<file path="config.mk">
export PLATFORM = sky130hd
export DESIGN_NAME = mem_stage_multilane
export DESIGN_NICKNAME = d
export VERILOG_FILES = /design/src/rtl/mem_stage_multilane_pkg.sv /design/src/rtl/mem_load_align.sv /design/src/rtl/mem_stage_multilane.sv
export SDC_FILE = /design/constraint.sdc
export NUM_CORES = 1
export LEC_CHECK = 0
export BUFFER_PORTS_ARGS = -buffer_cell sky130_fd_sc_hd__buf_2
export CAP_MARGIN = 25
export CORE_AREA = 2 2 207 209
export DETAILED_ROUTE_END_ITERATION = 10
export DIE_AREA = 0 0 209 211
export PLACE_DENSITY = 0.74
export SLEW_MARGIN = 20
export SYNTH_ARGS = -nofsm -noshare
export SYNTH_HDL_FRONTEND = slang
export SYNTH_SLANG_ARGS = --single-unit
export TNS_END_PERCENT = 100
</file>
<file path="constraint.sdc">
create_clock -name clk -period 32.2 [get_ports clk]
set_clock_uncertainty 0.15 [all_clocks]
set_input_delay 6.44 -clock clk [delete_from_list [all_inputs] [get_ports clk]]
set_output_delay 6.44 -clock clk [all_outputs]
set_load 0.005 [all_outputs]
</file>
<file path="src/rtl/mem_stage_multilane_pkg.sv">
`default_nettype none
// ============================================================================
//  Module      : mem_stage_multilane_pkg
//  Description : Shared record layouts and load-type bit indices for the
//                multi-lane memory-response stage.
//  Revision    : 1.0 - initial release
// ============================================================================
package mem_stage_multilane_pkg;

    // Lane record from pre-mem, MSB first.
    typedef struct packed {
        logic        lane_valid;
        logic [6:0]  ls_type;
        logic [1:0]  offset;
        logic        res_from_mem;
        logic        mem_we;
        logic        gr_we;
        logic [4:0]  dest;
        logic [31:0] rt_value;
        logic [31:0] alu_result;
        logic [31:0] pc;
    } lane_in_t;

    localparam int LIN_WD  = $bits(lane_in_t);
    // {lane_valid, gr_we, dest, result, pc}
    localparam int LOUT_WD = 1 + 1 + 5 + 32 + 32;
    // {mem_ok, res_from_mem, gr_we, dest, result}
    localparam int FWD_WD  = 1 + 1 + 1 + 5 + 32;

    localparam int LS_LB  = 6;
    localparam int LS_LBU = 5;
    localparam int LS_LH  = 4;
    localparam int LS_LHU = 3;
    localparam int LS_LW  = 2;
    localparam int LS_LWL = 1;
    localparam int LS_LWR = 0;

endpackage
`default_nettype wire

</file>
<file path="src/rtl/mem_load_align.sv">
`default_nettype none
// ============================================================================
//  Module      : mem_load_align
//  Description : Combinational load-data alignment (lb/lbu/lh/lhu/lw/lwl/lwr).
//  Revision    : 1.0 - initial release
// ============================================================================
module mem_load_align
    import mem_stage_multilane_pkg::*;
(
    input  logic [6:0]  i_ls_type,
    input  logic [1:0]  i_offset,
    input  logic [31:0] i_rdata,
    input  logic [31:0] i_rt,
    output logic [31:0] o_result
);

    logic [7:0]  w_byte;
    logic [15:0] w_half;

    always_comb begin
        w_byte = i_rdata[7:0];
        case (i_offset)
            2'd0: w_byte = i_rdata[7:0];
            2'd1: w_byte = i_rdata[15:8];
            2'd2: w_byte = i_rdata[23:16];
            2'd3: w_byte = i_rdata[31:24];
            default: w_byte = i_rdata[7:0];
        endcase
        w_half = i_offset[1] ? i_rdata[31:16] : i_rdata[15:0];
    end

    always_comb begin
        o_result = i_rdata;
        if (i_ls_type[LS_LB]) begin
            o_result = {{24{w_byte[7]}}, w_byte};
        end else if (i_ls_type[LS_LBU]) begin
            o_result = {24'h0, w_byte};
        end else if (i_ls_type[LS_LH]) begin
            o_result = {{16{w_half[15]}}, w_half};
        end else if (i_ls_type[LS_LHU]) begin
            o_result = {16'h0, w_half};
        end else if (i_ls_type[LS_LWL]) begin
            case (i_offset)
                2'd0: o_result = {i_rdata[7:0],  i_rt[23:0]};
                2'd1: o_result = {i_rdata[15:0], i_rt[15:0]};
                2'd2: o_result = {i_rdata[23:0], i_rt[7:0]};
                default: o_result = i_rdata;
            endcase
        end else if (i_ls_type[LS_LWR]) begin
            case (i_offset)
                2'd1: o_result = {i_rt[31:24], i_rdata[31:8]};
                2'd2: o_result = {i_rt[31:16], i_rdata[31:16]};
                2'd3: o_result = {i_rt[31:8],  i_rdata[31:24]};
                default: o_result = i_rdata;
            endcase
        end
    end

endmodule
`default_nettype wire

</file>
<file path="src/rtl/mem_stage_multilane.sv">
`default_nettype none
// ============================================================================
//  Module      : mem_stage_multilane
//  Description : LANES-wide memory-response stage between pre-mem and WB with
//                early-response holding and flushed-response dropping.
//  Revision    : 1.0 - initial release
// ============================================================================
module mem_stage_multilane
    import mem_stage_multilane_pkg::*;
#(
    parameter int LANES    = 2,
    parameter int MAX_DROP = 3
)
(
    input  logic                      clk,
    input  logic                      reset,
    input  logic                      flush,
    input  logic                      ws_allowin,
    output logic                      ms_allowin,
    input  logic                      pms_to_ms_valid,
    input  logic [LANES*LIN_WD-1:0]   pms_to_ms_bus,
    output logic                      ms_to_ws_valid,
    output logic [LANES*LOUT_WD-1:0]  ms_to_ws_bus,
    output logic [LANES*FWD_WD:0]     ms_forward_bus,
    input  logic [LANES-1:0]          dc_data_ok,
    input  logic [LANES*32-1:0]       dc_rdata
);

    localparam int                DROP_W   = $clog2(MAX_DROP + 1);
    localparam logic [DROP_W-1:0] DROP_MAX = DROP_W'(MAX_DROP);

    logic                     r_ms_valid;
    logic [LANES*LIN_WD-1:0]  r_bus;
    logic [LANES-1:0]         w_lane_ready;
    logic                     w_ready_go;
    logic                     w_latch;

    assign w_ready_go     = &w_lane_ready;
    assign ms_allowin     = !r_ms_valid | (w_ready_go & ws_allowin);
    assign ms_to_ws_valid = r_ms_valid & w_ready_go & !flush;
    assign w_latch        = pms_to_ms_valid & ms_allowin & !flush;

    assign ms_forward_bus[LANES*FWD_WD] = r_ms_valid;

    always_ff @(posedge clk) begin
        if (reset) begin
            r_ms_valid <= 1'b0;
        end else if (flush) begin
            r_ms_valid <= 1'b0;
        end else if (ms_allowin) begin
            r_ms_valid <= pms_to_ms_valid;
        end
    end

    always_ff @(posedge clk) begin
        if (w_latch) begin
            r_bus <= pms_to_ms_bus;
        end
    end

    genvar k;
    generate
        for (k = 0; k < LANES; k = k + 1) begin : g_lane
            lane_in_t          w_in;
            logic              w_lane_valid;
            logic              w_mem_req;
            logic              w_drop_pending;
            logic              w_consume;
            logic              w_live_ok;
            logic              w_capture;
            logic              w_inc;
            logic [31:0]       w_aligned;
            logic [31:0]       w_result;
            logic              r_mem_ok;
            logic [31:0]       r_hold;
            logic [DROP_W-1:0] r_drop_cnt;

            assign w_in         = lane_in_t'(r_bus[k*LIN_WD +: LIN_WD]);
            // Lane 0 is the group's anchor and is always considered populated.
            assign w_lane_valid = w_in.lane_valid | (k == 0);
            assign w_mem_req    = w_lane_valid & (w_in.res_from_mem | w_in.mem_we);

            assign w_drop_pending  = (r_drop_cnt != '0);
            assign w_consume       = dc_data_ok[k] & w_drop_pending;
            assign w_live_ok       = dc_data_ok[k] & !w_drop_pending;
            assign w_lane_ready[k] = !w_mem_req | r_mem_ok | w_live_ok;

            // ms_allowin is low only while a valid group stalls here.
            assign w_capture = r_ms_valid & w_mem_req & !r_mem_ok & w_live_ok & !ms_allowin;
            // A response arriving in the flush cycle answers the killed request.
            assign w_inc     = flush & r_ms_valid & w_mem_req & !r_mem_ok & !dc_data_ok[k];

            mem_load_align u_align (
                .i_ls_type (w_in.ls_type),
                .i_offset  (w_in.offset),
                .i_rdata   (dc_rdata[k*32 +: 32]),
                .i_rt      (w_in.rt_value),
                .o_result  (w_aligned)
            );

            always_ff @(posedge clk) begin
                if (reset) begin
                    r_mem_ok <= 1'b0;
                end else if (flush | ms_allowin) begin
                    r_mem_ok <= 1'b0;
                end else if (w_capture) begin
                    r_mem_ok <= 1'b1;
                end
            end

            always_ff @(posedge clk) begin
                if (w_capture && w_in.res_from_mem) begin
                    r_hold <= w_aligned;
                end
            end

            always_ff @(posedge clk) begin
                if (reset) begin
                    r_drop_cnt <= '0;
                end else if (w_inc && !w_consume) begin
                    if (r_drop_cnt != DROP_MAX) begin
                        r_drop_cnt <= r_drop_cnt + 1'b1;
                    end
                end else if (w_consume && !w_inc) begin
                    r_drop_cnt <= r_drop_cnt - 1'b1;
                end
            end

            always_ff @(posedge clk) begin
                if (!reset && w_inc && !w_consume) begin
                    assert (r_drop_cnt != DROP_MAX)
                        else $error("drop counter overflow on lane %0d", k);
                end
            end

            // Stores never fill hold, so their result stays on the ALU path.
            assign w_result = (r_mem_ok & w_in.res_from_mem) ? r_hold :
                              w_in.res_from_mem              ? w_aligned :
                                                               w_in.alu_result;

            assign ms_to_ws_bus[k*LOUT_WD +: LOUT_WD] =
                {w_lane_valid, w_in.gr_we & w_lane_valid, w_in.dest, w_result, w_in.pc};

            assign ms_forward_bus[k*FWD_WD +: FWD_WD] =
                {w_mem_req & (r_mem_ok | w_live_ok),
                 w_in.res_from_mem & w_lane_valid,
                 w_in.gr_we & w_lane_valid,
                 w_in.dest,
                 w_result};
        end
    endgenerate

endmodule
`default_nettype wire

</file>
# Word level (Yosys, flattened, before mapping)
# Index checks and enable logic that the tools add are counted.
# word_totals
ff_bits	299
inputBits	299
out_inout_bits	225
# op_classes
addsub	4
n_eq_ne	10
n_mux	30
n_bitwise	41
reduce_logical	32
# op_table
op	n
32-bit 2-to-1 mux	16
32-bit one-hot mux with 3 select lines	4
8-bit one-hot mux with 4 select lines	2
16-bit 2-to-1 mux	2
1-bit bitwise AND	31
1-bit zero test	15
2-bit 2-to-1 mux	6
1-bit bitwise OR	10
2-bit == test (second input constant)	4
2-bit nonzero test	4
1-bit logical AND	6
2-bit AND reduction	3
2-bit by 1-bit adder with 2-bit output (second input constant)	2
2-bit by 1-bit == test with 1-bit output (second input constant)	2
2-bit zero test	2
2-bit by 1-bit inequality test with 1-bit output (second input constant)	2
2-bit inequality test (second input constant)	2
2-bit OR reduction	2
2-bit by 1-bit subtractor with 2-bit output (second input constant)	2

# Logic depth before layout (Yosys ltp)
# logic_depth
depth_word	11
mapped_depth	10
depth_no_buf	5

# Hierarchy
# From an unflattened synthesis, not the netlist that was laid out.
# unflattened
hier_cells	1316
area_unflattened_um2	16140.5
# by_module_without_submodules
module	instances	cells_per_inst	area_each_um2	seq_area_each_um2
mem_stage_multilane	1	720	11711.2	8878.5
mem_load_align	2	298	2214.6	0.0

# Worst setup path after synthesis
# Ideal clock, no wire load.
# synth_path
path_kind	input-to-reg
start	in dc_data_ok[0]
end	reg r_bus[0] (enable)
setup_time_ps	1131
arrival_ps	23596
slack_ps	7323
stages	4
path_cell_list	nor3b_1 > o32ai_1 > o21ai_1 > nor3b_1
# synth_via
elab_chain_len	7
# synth_rtl
item	line_no	text
start: declaration	mem_stage_multilane.sv:25	input logic [LANES-1:0] dc_data_ok,
1-bit bitwise AND	mem_stage_multilane.sv:85	assign w_live_ok = dc_data_ok[k] & !w_drop_pending;
1-bit bitwise OR	mem_stage_multilane.sv:86	assign w_lane_ready[k] = !w_mem_req | r_mem_ok | w_live_ok;
2-bit AND reduction	mem_stage_multilane.sv:38	assign w_ready_go = &w_lane_ready;
1-bit bitwise AND	mem_stage_multilane.sv:39	assign ms_allowin = !r_ms_valid | (w_ready_go & ws_allowin);
1-bit bitwise OR	mem_stage_multilane.sv:39	
via ms_allowin	mem_stage_multilane.sv:19	output logic ms_allowin,
1-bit bitwise AND (2 in series)	mem_stage_multilane.sv:41	assign w_latch = pms_to_ms_valid & ms_allowin & !flush;
via w_latch	mem_stage_multilane.sv:36	logic w_latch;
end signal: assignment	mem_stage_multilane.sv:57	r_bus <= pms_to_ms_bus;
end: declaration	mem_stage_multilane.sv:33	logic [LANES*LIN_WD-1:0] r_bus;
# The timed path passes the listed nets, and every way through them passes these cells.
# A chain may end at the register's enable or synchronous reset.

# Worst setup path in the final report
# layout_path
start	in dc_rdata[7]
end	out ms_forward_bus[19]
# layout_via
elab_chain_len	4
# layout_rtl
item	line_no	text
start: declaration	mem_stage_multilane.sv:26	input logic [LANES*32-1:0] dc_rdata
8-bit one-hot mux with 4 select lines	mem_load_align.sv:22	case (i_offset)
32-bit 2-to-1 mux	mem_load_align.sv:34	if (i_ls_type[LS_LB]) begin
32-bit 2-to-1 mux	mem_stage_multilane.sv:138	w_in.res_from_mem ? w_aligned :
32-bit 2-to-1 mux	mem_stage_multilane.sv:137	assign w_result = (r_mem_ok & w_in.res_from_mem) ? r_hold :
end: declaration	mem_stage_multilane.sv:24	output logic [LANES*FWD_WD:0] ms_forward_bus,
# No other way between the ends.

==> out/qor.csv <==
metric,value,unit
CP required,25.61,ns
row count,75,
Pwr Total,955,uW
"Top cell by count, worst path",buf_2,
Worst-Margin Slew,1.06,ns
routed len/inst,22.9,um
Max Slew Vio Count,0,
Util after Layout,45.4,%
core area,41800,um^2
Max Buffers Root-to-Sink,3,
worst r2r dst,r_bus[134],
PostCTS Resize Cnt,0,
Logic pwr share,13.2,%
r2r setup slk,28.33,ns
cell chain of the critical path,"buf_2, mux4_2, nand2_1, and2_0, nand2b_4, o21ai_1, buf_2",
"EDFF count, synth",289,
slowest cell delay on critical path,0.56,ns
Skew-Pair Late Insertion Delay,0.52,ns
DIE HEIGHT,211,um
Synth Cell Area,15900,um^2
post-cts hold buffer count,0,
crit start category,primary input,
vias in the first global route,12300,
crit end category,output pin,
Post-DP HPWL,38900,um
critical path's slowest cell,mux4_2,
Hold WC Path Type,reg -> reg,
iteration-0 DRC count of the detailed router,1573,
Post-Syn Instances,1404,
Sw Share,24.3,%
Final nets,2037,
Final setup viols,0,
CP endpoint,ms_forward_bus[19],
area grow syn2layout,18.9,%
"FFs w/ async S/R, synth",0,%
gr ovfl total,0,
drt pass-1 iters,6,
Mean Syn Cell Area,11.4,um^2
Static Leak,0.00748,uW
max-cap violations,0,
min-delay src,g_lane[0].r_drop_cnt[1],
Synth Register Bits,296,
Syn Nets,1703,
initial antenna violation count,11,
Pint,723,uW
CP max FO,15,
unrepaired setup endpoints after global routing,false,
largest net degree at the start of global routing,147,
Clock power frac,40.0,%
worst r2r path cells,6,
library cells used by synthesis,58,
clk sinks,296,
Reg2Reg Launch Point,r_bus[217],
Final period util,47.6,%
gpl congestion,0.950,
Crit path arrival time,8.73,ns
worst setup path start,dc_rdata[7],
top_reg_cell synth,edfxtp_1,
fmax,65.3,MHz
H-tree Lvls,2,
peak supply drop,0.0382,mV
Die Wd,209,um
port bufs,519,
WHS,0.353,ns
Initial Util,38.2,%
switching pwr,233,uW
"Seq/Total Area, Yosys",55.3,%
run status,"finished, final reports clean",
Reg power frac,46.8,%
Setup TNS,0,ns
first-pass GRT wire length,76700,um
fraction of final layout cells with drive strength greater than 1,37.9,%
Setup Buffers After CTS,0,
post-route ant nets,0,
final hold vios,0,
Via Count,12900,
Residual DRC,0,
"Reg clk slew, reported paths",0.05,ns
number of CTS-inserted buffers,35,
Boundary Pins,524,
GRT Util Overall,23.0,%
post-layout worst setup margin,16.88,ns
Worst slew margin,29.6,%
Period minus WS final,15.32,ns
PwrDens,50.4,nW/um^2
CTS tree,done,
total wire length,52700,um
Vias per Instance,5.58,
Synth Warn #,0,
die area,44100,um^2
crit path kind,in -> out,
Post-Place Worst Slack,16.87,ns
clk root buf,clkbuf_16,
## sequential cells by signal (all words and copies together), names as in the netlist
name               count
g_lane.r_drop_cnt      4
g_lane.r_hold         64
g_lane.r_mem_ok        2
r_bus                225
r_ms_valid             1
## how the worst min path moves through the flow
stage,to,slack [ns],cells after the start
2_1_floorplan,g_lane[0].r_drop_cnt[0],0.30,2
3_3_place_gp,g_lane[0].r_drop_cnt[1],0.34,2
3_5_place_dp,g_lane[0].r_drop_cnt[0],0.34,2
4_1_cts,g_lane[0].r_drop_cnt[0],0.35,2
5_1_grt,g_lane[0].r_drop_cnt[1],0.39,2
6_report,g_lane[0].r_drop_cnt[0],0.35,2
## layout make-up
cell class / count / area [um^2]
Antenna cell: 10 / 25.0
Clock buffer: 41 / 898
Clock inverter: 17 / 186
Fill cell: 3858 / 22800
Inverter: 17 / 63.8
Multi-Input combinational cell: 850 / 5520
Sequential cell: 296 / 8820
Tap cell: 539 / 674
Timing Repair Buffer: 538 / 2780
## Yosys cell counts (all sizes together) (25+ instances only)
master | instances | share of area (%)
clkbuf | 44 | 1.0
mux2i | 47 | 2.9
o211ai | 25 | 1.2
nor2 | 104 | 2.4
mux2 | 54 | 3.8
nand2b | 26 | 1.1
o21ai | 80 | 2.5
a21oi | 70 | 2.2
o22ai | 85 | 3.3
nand2 | 98 | 2.3
edfxtp | 289 | 54
buf | 197 | 8.8
## worst max-delay path, delay by kind of cell
kind	cells	cell delay, ns
AO/OA/AOI/OAI	1	0.16
AND/OR/NAND/NOR	3	1.22
multiplexers	1	0.56
buffers and inverters	2	0.34
## routing by layer
layer,routed length [um],GRT usage [%]
met5,13,0
met4,1270,7.19
met3,5130,5.49
met2,24000,35.6
met1,22300,32.1
## power by group through the flow
| stage | sequential (uW) | clock [uW] | combinational (uW) |
|---|---|---|---|
| 2_1_floorplan | 459 | 0 | 78.2 |
| 3_3_place_gp | 455 | 0 | 122 |
| 3_5_place_dp | 455 | 0 | 124 |
| 4_1_cts | 447 | 392 | 125 |
| 5_1_grt | 448 | 406 | 137 |
| 6_report | 447 | 382 | 126 |
## metrics by stage
stage | cells | instance area [um^2]
floorplan | 1404 | 15900
global placement | 2238 | 17800
detailed placement | 2238 | 17800
CTS | 2296 | 18900
global route | 2306 | 19000
finish | 2308 | 19000
## cells in the final DEF, fill, tap and decap left out, drive strengths merged, types with 3 or more instances in the layout
| cell | instances |
|---|---|
| a2111oi | 4 |
| a211oi | 19 |
| a21boi | 4 |
| a21o | 18 |
| a21oi | 70 |
| a221oi | 21 |
| a311oi | 11 |
| a31oi | 18 |
| and2 | 8 |
| and3 | 12 |
| buf | 538 |
| bufinv | 4 |
| clkbuf | 41 |
| clkinv | 12 |
| dfxtp | 7 |
| diode | 10 |
| edfxtp | 289 |
| inv | 17 |
| mux2 | 54 |
| mux2i | 47 |
| mux4 | 8 |
| nand2 | 98 |
| nand2b | 26 |
| nand3 | 7 |
| nand3b | 7 |
| nor2 | 104 |
| nor2b | 21 |
| nor3 | 24 |
| nor3b | 7 |
| nor4 | 3 |
| o211ai | 25 |
| o21a | 15 |
| o21ai | 80 |
| o221ai | 8 |
| o22a | 9 |
| o22ai | 85 |
| o31ai | 6 |
| o32ai | 5 |
| or2 | 9 |
## kinds of logic after synthesis
logic type / count (synthesis) / synth area share (%)
other: 1 / 0.0235
multiplexers: 109 / 7.89
AND/OR/NAND/NOR: 331 / 9.79
flip-flops: 296 / 55.3
AO/OA/AOI/OAI: 409 / 16.8
buffers and inverters: 258 / 10.2
No activity file was read; power rests on OpenSTA's default activity.
